### src/rtl/rf_reader.sv
// rf_reader: sweeps an address range of the register file read port and
// streams each word over a valid/ready handshake, flagging the final word.
// Optional feature macro: RF_READER_CHECKSUM_EN (running XOR of streamed words).
`timescale 1ns/1ps
module rf_reader #(
  parameter int unsigned W = 32,
  parameter int unsigned A = 5
) (
  input  logic         clk,
  input  logic         reset,
  input  logic         start,
  input  logic [A-1:0] first,
  input  logic [A-1:0] last,
  output logic [A-1:0] rd_addr,
  input  logic [W-1:0] rd_data,
  output logic [W-1:0] out_data,
  output logic [A-1:0] out_addr,
  output logic         out_valid,
  input  logic         out_ready,
  output logic         out_last,
  output logic         busy,
  output logic         done,
  output logic [W-1:0] checksum
);

  typedef enum logic [1:0] {
    S_IDLE  = 2'd0,
    S_FETCH = 2'd1,
    S_SEND  = 2'd2,
    S_DONE  = 2'd3
  } state_t;

  state_t         state_q, state_d;
  logic [A-1:0]   addr_q, addr_d;
  logic [A-1:0]   last_q, last_d;
  logic [A-1:0]   rd_addr_q, rd_addr_d;
  logic [A-1:0]   out_addr_q, out_addr_d;
  logic [W-1:0]   out_data_q, out_data_d;
  logic           out_last_q, out_last_d;

  // Next-state and datapath capture for the sweep FSM
  always_comb begin
    state_d    = state_q;
    addr_d     = addr_q;
    last_d     = last_q;
    rd_addr_d  = rd_addr_q;
    out_addr_d = out_addr_q;
    out_data_d = out_data_q;
    out_last_d = out_last_q;
    case (state_q)
      S_IDLE: begin
        if (start) begin
          if (first <= last) begin
            addr_d  = first;
            last_d  = last;
            state_d = S_FETCH;
          end else begin
            state_d = S_DONE;
          end
        end
      end
      S_FETCH: begin
        rd_addr_d  = addr_q;
        out_data_d = rd_data;
        out_addr_d = addr_q;
        out_last_d = (addr_q == last_q);
        state_d    = S_SEND;
      end
      S_SEND: begin
        if (out_ready) begin
          if (out_last_q) begin
            state_d = S_DONE;
          end else begin
            addr_d  = addr_q + 1'b1;
            state_d = S_FETCH;
          end
        end
      end
      S_DONE: begin
        state_d = S_IDLE;
      end
      default: begin
        state_d = S_IDLE;
      end
    endcase
  end

  // State and datapath registers
  always_ff @(posedge clk) begin
    if (reset) begin
      state_q    <= S_IDLE;
      addr_q     <= '0;
      last_q     <= '0;
      rd_addr_q  <= '0;
      out_addr_q <= '0;
      out_data_q <= '0;
      out_last_q <= 1'b0;
    end else begin
      state_q    <= state_d;
      addr_q     <= addr_d;
      last_q     <= last_d;
      rd_addr_q  <= rd_addr_d;
      out_addr_q <= out_addr_d;
      out_data_q <= out_data_d;
      out_last_q <= out_last_d;
    end
  end

  // Read port is driven live during FETCH (async RF read); otherwise it
  // holds the last address presented.
  assign rd_addr   = (state_q == S_FETCH) ? addr_q : rd_addr_q;
  assign out_data  = out_data_q;
  assign out_addr  = out_addr_q;
  assign out_last  = out_last_q;
  assign out_valid = (state_q == S_SEND);
  assign busy      = (state_q != S_IDLE);
  assign done      = (state_q == S_DONE);

`ifdef RF_READER_CHECKSUM_EN
  logic [W-1:0] checksum_q, checksum_d;
  logic         accept;
  logic         hs;

  assign accept = (state_q == S_IDLE) && start;
  assign hs     = (state_q == S_SEND) && out_ready;

  // Clear on an accepted start, fold in each word as it is handed off
  always_comb begin
    checksum_d = checksum_q;
    if (accept) begin
      checksum_d = '0;
    end else if (hs) begin
      checksum_d = checksum_q ^ out_data_q;
    end
  end

  // Checksum register
  always_ff @(posedge clk) begin
    if (reset) begin
      checksum_q <= '0;
    end else begin
      checksum_q <= checksum_d;
    end
  end

  assign checksum = checksum_q;
`else
  assign checksum = '0;
`endif

endmodule

### config.mk
export PLATFORM = sky130hd
export DESIGN_NAME = rf_reader
export DESIGN_NICKNAME = d
export VERILOG_FILES = /design/src/rtl/rf_reader.sv
export SDC_FILE = /design/constraint.sdc
export NUM_CORES = 1
export LEC_CHECK = 0
export ABC_AREA = 1
export BUFFER_PORTS_ARGS = -buffer_cell sky130_fd_sc_hd__clkbuf_2
export CORE_AREA = 2 2 54 107
export CTS_BUF_LIST = sky130_fd_sc_hd__clkbuf_16
export DETAILED_ROUTE_END_ITERATION = 10
export DIE_AREA = 0 0 56 109
export GPL_TIMING_DRIVEN = 0
export PLACE_DENSITY = 0.83
export SLEW_MARGIN = 20
export SYNTH_ARGS = -nofsm -noshare
export SYNTH_HDL_FRONTEND = slang
export SYNTH_SLANG_ARGS = --single-unit
### constraint.sdc
create_clock -name clk -period 2.8 [get_ports clk]
set_input_delay 0.42 -clock clk [delete_from_list [all_inputs] [get_ports clk]]
set_output_delay 0.42 -clock clk [all_outputs]
set_load 0.05 [all_outputs]
Yosys cells after proc, flatten, opt, wreduce, memory -nomap -nowiden
Cells that the tools add are included.
{"block": "totals", "mem_count": 0, "ff_bits": 55, "ramBits": 0, "latchBits": 0, "rom_bits": 0}
{"block": "classes", "n_mux": 11, "n_eq_ne": 8, "magnitude_cmp": 1, "multipliers": 0, "n_bitwise": 0, "shifts": 0, "add_sub_neg": 1, "reduce_logical": 6, "n_div": 0}
{"cell": "$mux 5", "n": 5}
{"cell": "$pmux 5 s2", "n": 1}
{"cell": "$mux 2", "n": 4}
{"cell": "$pmux 2 s4", "n": 1}
{"cell": "$ne 2x2->1 const B", "n": 3}
{"cell": "$add 5x1->5 const B", "n": 1}
{"cell": "$eq 5x5->1", "n": 1}
{"cell": "$le 5x5->1", "n": 1}
{"cell": "$reduce_and 5->1", "n": 1}
{"cell": "$eq 2x2->1 const B", "n": 2}
{"cell": "$reduce_bool 2->1", "n": 2}
{"cell": "$reduce_and 3->1", "n": 1}
{"cell": "$eq 2x1->1 const B", "n": 1}
{"cell": "$logic_not 2->1", "n": 1}
{"cell": "$ne 2x1->1 const B", "n": 1}
{"cell": "$reduce_and 2->1", "n": 1}

Depth between registers and ports, before layout
{"block": "depth", "ltp_word": 4, "depth_mapped": 11}

Worst setup path after synthesis
OpenSTA, ideal clock, no wires.
{"block": "synth_timing", "kind": "register -> output", "from": "register state_q[0]", "to": "output rd_addr[1]", "t_arrival_ns": 1.224, "slack_ns": 1.156, "path_stages_with_launch": 7, "path_cell_list": "dfxtp_1 inv_1 nor2_2 clkinv_1 buf_2 nand2_1 nand2_1"}
{"block": "synth_between", "elab_chain_len": 2}
{"item": "start, declared", "line": "33", "text": "state_t state_q, state_d;"}
{"item": "start signal, assigned", "line": "99", "text": "state_q <= state_d;"}
{"item": "$eq 2x1->1", "line": "111", "text": "assign rd_addr = (state_q == S_FETCH) ? addr_q : rd_addr_q;"}
{"item": "$mux 5"}
{"item": "end, declared", "line": "14", "text": "output logic [A-1:0] rd_addr,"}
Every way passes these cells.

Worst setup path in the final report
Ends and elaborated chain as after synthesis.

==> results by group <==
Detailed routing
  • Final ANT Viol Nets: 0
  • Detailed Route Iter0 Violations: between 100 and 150
  • Drt pass-1 iters: 4
  • Via/cell ratio: 4.58
  • Routed WL per cell: around 11 um
  • Final wirelength: just under 6 mm
  • Vias: 2465
  • Post-route DRC violation count: 0

Timing
  • Final Hold Fails: 0
  • Skew final: between 4 and 5 ps
  • Final Cycle Share: 0.761
  • Setup TNS: 0 ps
  • Setup Viol. Count Final: 0
  • Tmin final: about 2100 ps
  • RSZ-0062 raised after global routing: no
  • Fin. max-slew vios: 0
  • Highest Clock Rate: around 0.47 GHz

Clock tree
  • H-tree depth: 2
  • Hold_buf cts: 0
  • CTS tree: yes
  • Inserted Clock Buffers: 5
  • Clock Sink Count: 55
  • Worst-Skew Late Latency: 290 ps
  • Clock transition at the registers of the reported paths: about 70 ps
  • Post_cts resized: 0
  • Setup repair bufs after CTS: 0
  • Root buf cell: clkbuf_16
  • CTS max path bufs: 2

Run
  • Max-cap violations: 0

Worst setup path
  • Crit path launch: state_q[0]
  • Worst R2R Start: state_q[0]
  • R2R depth: 6
  • Worst path required time: ~2400 ps
  • Critical Path Sink: rd_addr[1]
  • CP Capture Type: output pin
  • CP max FO: 10
  • WS Path Type: reg -> out
  • FF-to-FF setup slack: ~1400 ps
  • Critical Path Source Type: flop
  • Critical path arrival: around 1700 ps
  • Critical R2R Capture: last_q[3]

Pwr
  • Power density cells: 699 mW/mm^2
  • Static leakage: around 0.0018 uW
  • Worst vdd ir: roughly 0.46 mV

Floorplanning
  • Total die area: about 0.0061 sq mm
  • Die width: 56 um
  • Initial core utilization: 0.482
  • Std-Cell Rows: 38
  • # IOs: 124
  • Chip height: 109 um
  • Core footprint: roughly 0.0053 sq mm

Layout
  • Register area: 0.00110 sq mm
  • Nets: between 500 and 600
  • Commonest cells after routing, fill and taps aside: 91 x clkbuf_2, 75 x nor2_1, 55 x nand2_1, 55 x dfxtp_1
  • Most common cell after layout, fill and taps aside: clkbuf_2
  • Fill cell count: 504
  • Area occupied by multi-input gates: roughly 0.0012 sq mm
  • Layout cell share with drive strength beyond 1: 0.314
  • N_diodes: 0
  • Non-Filler Instances: around 540
  • Layout area overhead: 30.9%

Synthesis
  • Post-Syn Area: between 0.002 and 0.003 sq mm
  • Syn Inst Count: 349
  • Sequential-to-total area share from yosys stat: 0.429
  • Avg Inst Size Synth: between 7 and 8 sq um
  • Synth Register Bits: 55
  • Synth cell types: 28
  • YS warnings: 0

GRT
  • Total gr overflow: 0
  • First-pass GRT wire length: between 9 and 10 mm
  • Antenna violations before repair: 0
  • GR Util All Layers: 0.191
  • Vias in the first global route: roughly 2200
  • Largest net degree at the start of global routing: 19

Placed design
  • Post-detail-place hpwl: around 4.5 mm
  • Placed insts: 530
  • Placer Congestion: around 0.86
  • Port Buffers: 90

Min path
  • Hold Path Class: in -> reg

Run status
  • Status: finished clean
==> layout make-up <==
| cell class | count | share of cell area |
|---|---|---|
| plain buffers | 49 | 0.0961 |
| clock buffers | 5 | 0.0373 |
| clock inverters | 3 | 0.00745 |
| inverters | 21 | 0.0235 |
| multi-input cells | 255 | 0.351 |
| flip-flops and latches | 55 | 0.328 |
| well taps | 60 | 0.0224 |
| repair buffers | 90 | 0.134 |
==> cells by family (layout without fill, tap and decap cells) <==
group	after synthesis	after routing	synth area share
XOR/XNOR	6	6	0.0205
AO/OA/AOI/OAI	60	60	0.122
AND/OR/NAND/NOR	151	151	0.241
buffers and inverters	70	168	0.157
other	1	32	0.00146
adder cells (fa/ha/maj)	6	6	0.0293
flip-flops	55	55	0.429
==> synth_stat cells <==
master     n  area (sq um)
o21ai_0   34           170
buf_2      8          40.0
or2_2      1          6.26
nand2_4    1          11.3
nand2_2    1          6.26
ha_1       6          75.1
nand3_1   11          55.1
nand4_1    2          12.5
o22ai_2    1          12.5
o21bai_1   1          7.51
clkbuf_1   5          18.8
buf_1      1          3.75
a21oi_1   23           115
clkinv_1   1          3.75
nor2_2     1          6.26
xnor2_1    3          26.3
nor2_1    75           282
xor2_1     3          26.3
a22oi_1    1          7.51
inv_2      3          11.3
nor2_4     1          11.3
nand2_1   55           206
inv_1     17          63.8
conb_1     1          3.75
clkbuf_2   1          5.00
buf_4     34           255
nand3b_1   3          22.5
dfxtp_1   55          1100
==> registers in the layout (all words and copies together), names as in the netlist <==
| register | cells |
|---|---|
| out_addr | 5 |
| rd_addr_q | 5 |
| state_q | 2 |
| addr_q | 5 |
| out_data | 32 |
| last_q | 5 |
| out_last | 1 |
==> critical path, stage by stage, from the launching register on <==
cell      delay (ps)
dfxtp_1          330
inv_1            100
nor2_2           160
clkinv_1         210
buf_2            240
nand2_1           90
nand2_1           50
clkbuf_2         230
==> stage by stage <==
step	instance area (sq um)	setup slack [ps]	total power [uW]	util	hold slack [ps]
4_1_cts	3360	642	2360	0.631	346
2_1_floorplan	2680	1160	1570	-	447
6_report	3360	671	2350	0.631	348
3_5_place_dp	3210	968	1740	0.602	453
3_3_place_gp	3210	984	1730	0.602	448
5_1_grt	3360	507	2460	0.631	358
==> how the worst min path moves through the flow <==
stage,start,to,slack [ps],cells after the start
finish,rd_data[6],out_data[6],350,3
global route,rd_data[18],out_data[18],360,3
CTS,rd_data[3],out_data[3],350,3
detailed placement,out_addr[1],out_addr[1],450,2
global placement,out_addr[1],out_addr[1],450,2
floorplan,rd_addr_q[1],rd_addr_q[1],450,2
==> report_power, final <==
group	internal, uW	leakage, uW	switching, uW
combinational	213	0.00132	588
sequential	868	0.000450	52.5
clock	335	0.0000700	291
total	1420	0.00184	931
==> routing by layer <==
metal	vias to the layer above	track usage	part of all wire
met5	-	0	0
met4	0	0.0663	0.015
met3	8	0.0344	0.064
met2	91	0.328	0.49
met1	1070	0.238	0.43
li1	1296	-	-
(Power assumes the default switching activity.)
